===== config.mk =====
export PLATFORM = sky130hd
export DESIGN_NAME = pipe_mdu_ctrl
export DESIGN_NICKNAME = d
export VERILOG_FILES = /design/src/rtl/pipe_pkg.sv /design/src/rtl/mdu_step.sv /design/src/rtl/pipe_mdu_ctrl.sv
export SDC_FILE = /design/constraint.sdc
export NUM_CORES = 1
export LEC_CHECK = 0
export BUFFER_PORTS_ARGS = -buffer_cell sky130_fd_sc_hd__buf_2
export CORE_ASPECT_RATIO = 0.9
export CORE_MARGIN = 4
export CORE_UTILIZATION = 55
export CTS_CLUSTER_DIAMETER = 80
export CTS_CLUSTER_SIZE = 14
export DETAILED_ROUTE_END_ITERATION = 6
export GPL_TIMING_DRIVEN = 0
export PLACE_DENSITY = 0.75
export SYNTH_ARGS = -nofsm -noshare
export SYNTH_HDL_FRONTEND = slang
export SYNTH_SLANG_ARGS = --single-unit

===== constraint.sdc =====
create_clock -name clock -period 5 [get_ports clock]
set_clock_uncertainty 0.15 [all_clocks]
set_input_delay 0.5 -clock clock [delete_from_list [all_inputs] [get_ports clock]]
set_output_delay 0.5 -clock clock [all_outputs]
set_load 0.05 [all_outputs]

===== src/rtl/pipe_pkg.sv =====
// Shared definitions for the pipeline multiply/divide unit: op encodings,
// sequencer states and the datapath width.
package pipe_pkg;

  localparam int unsigned XLEN = 32;

  // emdop encodings: bit 1 selects divide, bit 0 selects signed
  localparam logic [1:0] MD_MULTU = 2'b00;
  localparam logic [1:0] MD_MULT  = 2'b01;
  localparam logic [1:0] MD_DIVU  = 2'b10;
  localparam logic [1:0] MD_DIV   = 2'b11;

  typedef enum logic [1:0] {
    ST_IDLE,
    ST_RUN,
    ST_FIX
  } md_state_e;

  function automatic logic md_is_div(input logic [1:0] op);
    return op[1];
  endfunction

  function automatic logic md_is_signed(input logic [1:0] op);
    return op[0];
  endfunction

endpackage


===== src/rtl/mdu_step.sv =====
// One iteration of the multiply/divide datapath.
// Multiply: conditional add of the multiplicand into acc, then shift {acc, mq} right.
// Divide:   shift {acc, mq} left, trial-subtract the divisor, set quotient bit on success.
module mdu_step
  import pipe_pkg::*;
#(
  parameter int unsigned XLEN = 32
) (
  input  logic            is_div,
  input  logic [XLEN-1:0] acc,
  input  logic [XLEN-1:0] mq,
  input  logic [XLEN-1:0] opnd,
  output logic [XLEN-1:0] acc_nx,
  output logic [XLEN-1:0] mq_nx
);

  logic [XLEN:0]   sum;
  logic [XLEN:0]   shl;
  logic [XLEN-1:0] diff;
  logic            fits;

  // Single shift-add or restoring-subtract step
  always_comb begin
    sum  = {1'b0, acc} + (mq[0] ? {1'b0, opnd} : '0);
    shl  = {acc, mq[XLEN-1]};
    fits = (shl >= {1'b0, opnd});
    // When the subtract fits, the true difference is below opnd, so XLEN bits suffice
    diff = shl[XLEN-1:0] - opnd;
    if (is_div) begin
      if (fits) begin
        acc_nx = diff;
        mq_nx  = {mq[XLEN-2:0], 1'b1};
      end else begin
        acc_nx = shl[XLEN-1:0];
        mq_nx  = {mq[XLEN-2:0], 1'b0};
      end
    end else begin
      acc_nx = sum[XLEN:1];
      mq_nx  = {sum[0], mq[XLEN-1:1]};
    end
  end

endmodule


===== src/rtl/pipe_mdu_ctrl.sv =====
// Iterative 32x32 multiply/divide sequencer beside the EX stage.
// Runs one step per cycle on operand magnitudes, applies sign fixup in FIX,
// and stalls the front of the pipeline until HI/LO are written.
// Optional: MDU_EARLY_OUT_EN finishes a multiply as soon as the remaining
// multiplier bits are all zero.
module pipe_mdu_ctrl #(
  parameter int unsigned XLEN  = 32,
  parameter int unsigned CNT_W = 6
) (
  input  logic            clock,
  input  logic            reset,
  input  logic            estart,
  input  logic [1:0]      emdop,
  input  logic [XLEN-1:0] ea,
  input  logic [XLEN-1:0] eb,
  output logic            estall,
  output logic            edone,
  output logic            ediv0,
  output logic [XLEN-1:0] hi,
  output logic [XLEN-1:0] lo
);

  import pipe_pkg::*;

  localparam logic [CNT_W-1:0] LastCnt = CNT_W'(XLEN - 1);

  md_state_e       state_q, state_d;
  logic [CNT_W-1:0] cnt_q, cnt_d;
  logic            div_q, div_d;
  logic [XLEN-1:0] acc_q, acc_d;     // product high half / partial remainder
  logic [XLEN-1:0] mq_q, mq_d;       // multiplier shifting out / quotient shifting in
  logic [XLEN-1:0] opnd_q, opnd_d;   // multiplicand or divisor magnitude
  logic            neg_res_q, neg_res_d;
  logic            neg_rem_q, neg_rem_d;
  logic            div0_q, div0_d;
  logic [XLEN-1:0] hi_q, hi_d;
  logic [XLEN-1:0] lo_q, lo_d;
  logic            ediv0_q, ediv0_d;

  logic            a_neg, b_neg;
  logic [XLEN-1:0] a_mag, b_mag;
  logic [XLEN-1:0] acc_nx, mq_nx;
  logic [2*XLEN-1:0] prod_fix;
  logic [XLEN-1:0] quot_fix, rem_fix;

`ifdef MDU_EARLY_OUT_EN
  logic [XLEN-1:0]   rem_mask;
  logic [CNT_W-1:0]  sh_amt;
  logic [2*XLEN-1:0] pair_sh;
  logic              early;
`endif

  mdu_step #(
    .XLEN (XLEN)
  ) u_step (
    .is_div (div_q),
    .acc    (acc_q),
    .mq     (mq_q),
    .opnd   (opnd_q),
    .acc_nx (acc_nx),
    .mq_nx  (mq_nx)
  );

  // Operand magnitudes and signs for the op being presented
  always_comb begin
    a_neg = md_is_signed(emdop) & ea[XLEN-1];
    b_neg = md_is_signed(emdop) & eb[XLEN-1];
    a_mag = a_neg ? -ea : ea;
    b_mag = b_neg ? -eb : eb;
  end

  // Sign fixup of the finished magnitude result
  always_comb begin
    prod_fix = neg_res_q ? -{acc_q, mq_q} : {acc_q, mq_q};
    // A zero divisor leaves the quotient as all ones regardless of sign
    quot_fix = (neg_res_q && !div0_q) ? -mq_q : mq_q;
    rem_fix  = neg_rem_q ? -acc_q : acc_q;
  end

`ifdef MDU_EARLY_OUT_EN
  // Detect a multiply whose unconsumed multiplier bits above this step are zero
  always_comb begin
    rem_mask = {XLEN{1'b1}} >> cnt_q;
    early    = !div_q && (((mq_q & rem_mask) >> 1) == '0);
    sh_amt   = LastCnt - cnt_q;
    pair_sh  = {acc_nx, mq_nx} >> sh_amt;
  end
`endif

  // Next-state logic for the FSM and datapath registers
  always_comb begin
    state_d   = state_q;
    cnt_d     = cnt_q;
    div_d     = div_q;
    acc_d     = acc_q;
    mq_d      = mq_q;
    opnd_d    = opnd_q;
    neg_res_d = neg_res_q;
    neg_rem_d = neg_rem_q;
    div0_d    = div0_q;
    hi_d      = hi_q;
    lo_d      = lo_q;
    ediv0_d   = ediv0_q;
    case (state_q)
      ST_IDLE: begin
        if (estart) begin
          state_d   = ST_RUN;
          cnt_d     = '0;
          div_d     = md_is_div(emdop);
          acc_d     = '0;
          mq_d      = md_is_div(emdop) ? a_mag : b_mag;
          opnd_d    = md_is_div(emdop) ? b_mag : a_mag;
          neg_res_d = a_neg ^ b_neg;
          neg_rem_d = a_neg;
          div0_d    = md_is_div(emdop) && (eb == '0);
          if (md_is_div(emdop)) begin
            ediv0_d = 1'b0;
          end
        end
      end
      ST_RUN: begin
        acc_d = acc_nx;
        mq_d  = mq_nx;
        cnt_d = cnt_q + 1'b1;
        if (cnt_q == LastCnt) begin
          state_d = ST_FIX;
        end
`ifdef MDU_EARLY_OUT_EN
        if (early) begin
          {acc_d, mq_d} = pair_sh;
          state_d       = ST_FIX;
        end
`endif
      end
      ST_FIX: begin
        state_d = ST_IDLE;
        if (div_q) begin
          hi_d = rem_fix;
          lo_d = quot_fix;
          if (div0_q) begin
            ediv0_d = 1'b1;
          end
        end else begin
          hi_d = prod_fix[2*XLEN-1:XLEN];
          lo_d = prod_fix[XLEN-1:0];
        end
      end
      default: state_d = ST_IDLE;
    endcase
  end

  // State registers with synchronous reset; reset aborts any op in flight
  always_ff @(posedge clock) begin
    if (reset) begin
      state_q   <= ST_IDLE;
      cnt_q     <= '0;
      div_q     <= 1'b0;
      acc_q     <= '0;
      mq_q      <= '0;
      opnd_q    <= '0;
      neg_res_q <= 1'b0;
      neg_rem_q <= 1'b0;
      div0_q    <= 1'b0;
      hi_q      <= '0;
      lo_q      <= '0;
      ediv0_q   <= 1'b0;
    end else begin
      state_q   <= state_d;
      cnt_q     <= cnt_d;
      div_q     <= div_d;
      acc_q     <= acc_d;
      mq_q      <= mq_d;
      opnd_q    <= opnd_d;
      neg_res_q <= neg_res_d;
      neg_rem_q <= neg_rem_d;
      div0_q    <= div0_d;
      hi_q      <= hi_d;
      lo_q      <= lo_d;
      ediv0_q   <= ediv0_d;
    end
  end

  // Outputs
  always_comb begin
    estall = ((state_q == ST_IDLE) && estart) || (state_q == ST_RUN) || (state_q == ST_FIX);
    edone  = (state_q == ST_FIX);
    ediv0  = ediv0_q;
    hi     = hi_q;
    lo     = lo_q;
  end

endmodule

==> metrics.md, run 1 <==
| Metric | Value |
|---|---|
| Count of cell types in the netlist | `74` |
| Pin count of the biggest net entering global routing | `22` |
| Synth async-reset ratio | `0%` |
| Post-Synthesis Cells | `1,885` |
| Routability congestion estimate | `1.03` |
| Vias per cell | `around 6.4` |
| Post-CTS Hold Buffers | `0` |
| Crit-path max FO | `10` |
| Worst-margin pin slew | `~1.2 ns` |
| Global route overflow | `0` |
| Crit-path slowest cell | `o31ai_2` |
| Routed WL | `around 51 mm` |
| CP top delay family | `compound AO/OA/AOI/OAI gates` |
| Rows | `54` |
| Pre-CTS setup slack | `0.355 ns` |
| DRC violations left | `0` |
| CORE AREA | `0.0246 mm^2` |
| Sequential area share after synthesis | `24.9%` |
| Area delta synth->final | `12.5%` |
| Antenna viol nets, final | `0` |
| Most used DFF post-synth | `dfxtp_1` |
| Fin Setup TNS | `0 ns` |
| Crit path largest cell delay | `0.64 ns` |
| Max cap viols | `0` |
| Die width | `176 um` |
| WP buf/inv | `3` |
| Required time of the critical path | `about 5.2 ns` |
| Nets@finish | `about 2,200` |
| Worst EP arrival | `approximately 5.0 ns` |
| Crit share post-route | `96.2%` |
| Fmax | `0.208 GHz` |
| Avg Inst Size Synth | `7.38 um^2` |
| Status | `finished clean` |
| Ys Warns | `0` |
| Die ar. | `0.0279 mm^2` |
| Setup WS post-layout | `0.189 ns` |
| PwrDens | `between 200 and 300 mW/mm^2` |
| Starting Density | `56.5%` |
| Final-layout fill cell count | `2,331` |
| Fin crit period | `about 4.8 ns` |
| Initial DRC Count | `1,738` |
| Vias in the first global route | `13,800` |
| CP startpoint kind | `register` |
| DR WL/cell | `about 21 um` |
| Later-pin clock latency in the skew report | `0.45 ns` |
| Clk pin slew, worst setup/hold paths | `0.08 ns` |
| Slew Limit Fails | `0` |
| Total CTS buffers | `17` |
| Hold Path Class | `reg2reg` |
| Clk root buf | `clkbuf_16` |
| First-pass GRT wire length | `77.8 mm` |
| # setup viols final | `0` |
| Max-slew headroom | `20.5%` |
| Die H | `~160 um` |
| Total Power | `4220 uW` |
| WS Path Type | `reg2reg` |
| Gr usage total | `34.8%` |
| Worst setup EP type | `register` |
| Initial antenna violation count | `0` |
| Layout cells sized above 1 | `10.1%` |
| H-tree depth | `4` |
| TritonRoute pass-1 iters | `6` |
| Clk sinks | `around 170` |
| Max clock buf depth | `2` |
| Hold Vio Cnt, Final | `0` |
| CP Cell Sequence | `inv_1, ha_1, nor2b_1, o2111ai_1, a31oi_1, a211oi_1, o31ai_2, a31o_2, clkbuf_1, buf_1, o41ai_1, o32a_1, o21ai_0` |
| Net Count, Synth | `2,025` |
| Dpl hpwl | `40.1 mm` |
| Post-CTS setup buffers | `0` |
| RSZ-0062 raised after global routing | `no` |
| Leakage | `0.00618 uW` |
| CTS tree | `built` |
| Number of synthesized flops with an enable pin | `0` |
| Number of I/O port buffers | `about 130` |
| Top Ports | `about 140` |
| Via count | `15,200` |
| Yosys reg bits | `173` |
| Maximum VDD drop | `229 uV` |
| Synthesized area | `about 0.014 mm^2` |
==> logic make-up (layout without fill, tap and decap cells) <==
group / after synthesis / in the layout / share of synthesized area [%]
simple gates: 624 / 624 / 20.6
compound gates: 598 / 598 / 27.8
buf+inv: 193 / 359 / 5.42
flops: 173 / 173 / 24.9
xor+xnor: 163 / 163 / 10.3
fa+ha+maj: 71 / 71 / 6.50
mux: 63 / 63 / 4.56
other cells: 0 / 1 / 0
==> per-stage QoR <==
stage / utilization, % / instance area, um^2 / std cells / hold slack (ns)
2_1_floorplan: - / 13900 / 1885 / 0.282
5_1_grt: 63.6 / 15600 / 2387 / 0.314
3_3_place_gp: 61.0 / 15000 / 2355 / 0.286
3_5_place_dp: 61.0 / 15000 / 2355 / 0.292
4_1_cts: 63.6 / 15600 / 2387 / 0.302
6_report: 63.6 / 15600 / 2388 / 0.301
==> worst reg2reg max path: stages (launching register included) <==
cell and delay [ns]:
dfxtp_1 0.53, inv_1 0.19, ha_1 0.27, nor2b_1 0.19
o2111ai_1 0.17, a31oi_1 0.40, a211oi_1 0.25, o31ai_2 0.64
a31o_2 0.24, clkbuf_1 0.39, buf_1 0.62, o41ai_1 0.23
o32a_1 0.34, o21ai_0 0.14
==> final cells by class <==
type	count	area, um^2	share of cell area (%)
clock inverters	15	211	1.35
multi-input cells	1519	9690	62.0
diodes	1	2.50	0.0160
inverters	69	259	1.66
repair buffers	134	671	4.29
plain buffers	124	495	3.17
well taps	336	420	2.69
flip-flops and latches	173	3460	22.1
clock buffers	17	425	2.72
==> power by group <==
group	switching (uW)	internal (uW)	total (uW)
clock network	737	693	1430
registers	71.4	1430	1510
logic	832	454	1290
total	1640	2580	4220
==> Yosys cell counts (all sizes together), types with 60 or more instances <==
cell type	n	area share [%]
dfxtp	173	25
nand2	188	5.1
ha	69	6.2
o21ai	100	3.6
a21oi	191	6.9
xnor2	90	5.7
nor2	232	6.3
clkbuf	101	2.7
a211oi	94	5.1
xor2	73	4.6
inv	68	1.8
mux2i	60	4.3
==> sequential cells by signal, summed over array words and instances, names as in the netlist, 2 cells and up <==
name     cells
acc_q       32
cnt_q        6
state_q      2
opnd_q      32
lo          32
hi          32
mq_q        32
==> cells in the final DEF, fill, tap and decap left out, types with 11 or more instances in the layout <==
master	count
o21ai_0	98
nand4_1	11
o31ai_1	20
nor2b_1	13
buf_1	15
buf_2	139
xor2_1	73
nand3_1	27
clkbuf_1	100
ha_1	69
inv_1	68
a21o_1	25
o211ai_1	35
a21oi_1	190
mux2i_1	60
o221ai_1	11
nor2_1	231
nand2_1	186
xnor2_1	90
nor3_1	40
or4_1	12
nor4_1	16
a31oi_1	24
clkbuf_16	17
dfxtp_1	173
a211oi_1	93
or3_1	20
o41ai_1	15
and2_1	11
nand2b_1	15
o21bai_1	15
==> layer usage <==
layer  part of all wire [%]  GRT usage, %  vias to the layer above  wire, um
met5                      0             0                        -         0
met4                    3.1          10.8                        0      1570
met3                     12          8.87                      132      6240
met2                     41          50.7                      845     20800
met1                     44          50.5                     7114     22100
li1                       -             -                     7112         -
==> worst paths after layout <==
path	start	to	slack (ns)	cells past startpoint
setup reg to reg	mq_q[31]	acc_q[22]	0.19	13
hold / removal	hi[24]	hi[24]	0.30	2
hold reg to reg	hi[24]	hi[24]	0.30	2
setup / recovery	mq_q[31]	acc_q[22]	0.19	13
==> what timing repair did <==
action,CTS,global route
resized for setup,0,1
endpoints found under the setup margin,0,2
endpoints found under the hold margin,0,0
(Power assumes the default switching activity.)
==> run 2, diff against run 1 <==
--- a/config.mk
+++ b/config.mk
@@ -12,7 +12,6 @@
 export CTS_CLUSTER_DIAMETER = 80
 export CTS_CLUSTER_SIZE = 14
 export DETAILED_ROUTE_END_ITERATION = 6
-export GPL_TIMING_DRIVEN = 0
 export PLACE_DENSITY = 0.75
 export SYNTH_ARGS = -nofsm -noshare
 export SYNTH_HDL_FRONTEND = slang
==> metrics.md, run 2 (synthesized netlist as in run 1, its figures left out) <==
| Metric | Value |
|---|---|
| Die H | `159 um (unchanged)` |
| Required time of the critical path | `5.18 ns (-0.04 ns)` |
| RSZ-0062 raised after global routing | `no` |
| Worst EP arrival | `4.30 ns (-0.73 ns)` |
| Initial DRC Count | `1,713 (-1.4%)` |
| Post-CTS Hold Buffers | `0 (unchanged)` |
| Top Ports | `136 (unchanged)` |
| Met1 Wirelength | `20.9 mm (-5.4%)` |
| Layout cells sized above 1 | `11.6% (+1.5 points)` |
| Vias in the first global route | `12,700 (-8.3%)` |
| Dpl hpwl | `34.7 mm (-13%)` |
| R2r setup slk | `0.88 ns (+0.69 ns)` |
| Commonest non-fill, non-tap cell in the layout | `nor2_1` |
| Leakage | `0.00611 uW (-1.0%)` |
| Starting Density | `56.5% (unchanged)` |
| Hold_ws | `0.246 ns (-0.0552 ns)` |
| First-pass GRT wire length | `70.7 mm (-9.2%)` |
| Routed WL | `45.9 mm (-9.7%)` |
| Vias per cell | `6.32 (-0.74%)` |
| Maximum VDD drop | `252 uV (+9.7%)` |
| Die width | `176 um (unchanged)` |
| Fin Setup TNS | `0 ns (unchanged)` |
| Final-layout fill cell count | `2,307 (-1.0%)` |
| H-tree depth | `4 (unchanged)` |
| Max-slew headroom | `33.5% (+13 points)` |
| Setup WS post-layout | `0.883 ns (+0.694 ns)` |
| Hold path endpoint | `neg_res_q` |
| Status | `finished clean` |
| Post-CTS setup buffers | `0 (unchanged)` |
| PwrDens | `271 mW/mm^2 (+0.43%)` |
| Crit-path max FO | `15 (+5)` |
| RR Startpoint | `mq_q[0]` |
| Met3 WL post-DR | `4.86 mm (-22%)` |
| CORE AREA | `0.0246 mm^2 (unchanged)` |
| HP Start | `emdop[0]` |
| Antenna viol nets, final | `0 (unchanged)` |
| Fmax | `0.243 GHz (+17%)` |
| Crit share post-route | `82.3% (-14 points)` |
| Max clock buf depth | `2 (unchanged)` |
| R2R depth | `14 (+1)` |
| DRC violations left | `0 (unchanged)` |
| Rows | `54 (unchanged)` |
| Hold Path Class | `in2reg` |
| Top routing layer in use | `met4` |
| Max cap viols | `0 (unchanged)` |
| Worst setup EP type | `register` |
| Reg-to-reg endpoint | `acc_q[31]` |
| CTS tree | `built` |
| Clk sinks | `173 (unchanged)` |
| Finished Layout Cells | `2,287 (-4.2%)` |
| Hold path depth | `3 (+1)` |
| Initial antenna violation count | `0 (unchanged)` |
| Gr usage total | `31.2% (-3.6 points)` |
| Routability congestion estimate | `0.977 (-5.2%)` |
| Hold Vio Cnt, Final | `0 (unchanged)` |
| DR WL/cell | `20.1 um (-5.7%)` |
| Pre-CTS setup slack | `1.01 ns (+0.655 ns)` |
| Placed insts | `2,255 (-4.2%)` |
| # setup viols final | `0 (unchanged)` |
| Worst-margin pin slew | `0.997 ns (-0.185 ns)` |
| Multi-input gate area | `0.00971 mm^2 (+0.14%)` |
| Die ar. | `0.0279 mm^2 (unchanged)` |
| Area delta synth->final | `10.3%` |
| Nets@finish | `2,078 (-4.6%)` |
| Commonest cells after routing, fill and taps aside | `nor2_1 (230), a21oi_1 (190), nand2_1 (185)` |
| Slew Limit Fails | `0 (unchanged)` |
| Pin count of the biggest net entering global routing | `86 (+290%)` |
| WS Path Type | `reg2reg` |
| CP startpoint kind | `register` |
| Fin crit period | `4.12 ns (-0.694 ns)` |
| Via count | `14,500 (-4.9%)` |
| TritonRoute pass-1 iters | `6 (unchanged)` |
| Diodes inserted | `0 (-1)` |
| Clk pin slew, worst setup/hold paths | `0.08 ns (about the same)` |
| Met2 Routed Length | `18.9 mm (-9.4%)` |
| Number of I/O port buffers | `135 (+0.75%)` |
| Global route overflow | `0 (unchanged)` |
| Finished Core Util | `62.4% (-1.2 points)` |
| Total CTS buffers | `17 (unchanged)` |
| # resized after CTS | `0 (unchanged)` |
| Clk root buf | `clkbuf_16` |
| Later-pin clock latency in the skew report | `0.46 ns (about the same)` |
| Seq. cell area | `0.00346 mm^2 (about the same)` |
==> run 2: worst max-delay path, cell delays in order, from the launching register on <==
cell,delay [ns]
dfxtp_1,0.52
inv_1,0.10
buf_4,0.21
nor2_1,0.11
ha_1,0.28
nor2b_1,0.15
o21a_1,0.19
o211ai_1,0.24
a31oi_1,0.22
a41oi_1,0.52
o21ai_0,0.30
a21oi_1,0.44
o221ai_1,0.20
a211oi_1,0.27
o31ai_1,0.10
==> run 2: how the worst max path moves through the flow <==
stage | from | endpoint | depth (start not counted)
floorplan | mq_q[0] | hi[30] | 14
global placement | mq_q[31] | acc_q[20] | 12
detailed placement | mq_q[0] | acc_q[31] | 14
CTS | mq_q[0] | acc_q[31] | 14
global route | mq_q[0] | acc_q[31] | 14
finish | mq_q[0] | acc_q[31] | 14
==> run 2: cell type report <==
cell class / instances / share of cell area (%)
Multi-Input combinational cell: 1519 / 63.3
Sequential cell: 173 / 22.6
Timing Repair Buffer: 158 / 5.55
Clock buffer: 17 / 2.77
Tap cell: 336 / 2.74
Inverter: 69 / 1.70
Clock inverter: 15 / 1.38
==> run 2: layer usage <==
metal	vias to the layer above	global-route usage, %
li1	6927	-
met1	6671	47.6
met2	771	44.2
met3	83	6.04
met4	0	9.50
met5	-	0
==> run 2: metrics by stage <==
stage | total power (uW) | cell area (um^2)
after floorplan | 2390 | 13900
after global placement | 2690 | 14700
after detailed placement | 2710 | 14700
after CTS | 4130 | 15300
after global routing | 4320 | 15300
final | 4160 | 15300
==> run 2: report_power, final <==
part,internal (uW),switching [uW],total [uW]
Sequential,1430,101,1530
Combinational,444,744,1190
Clock,696,739,1440
Total,2570,1580,4160
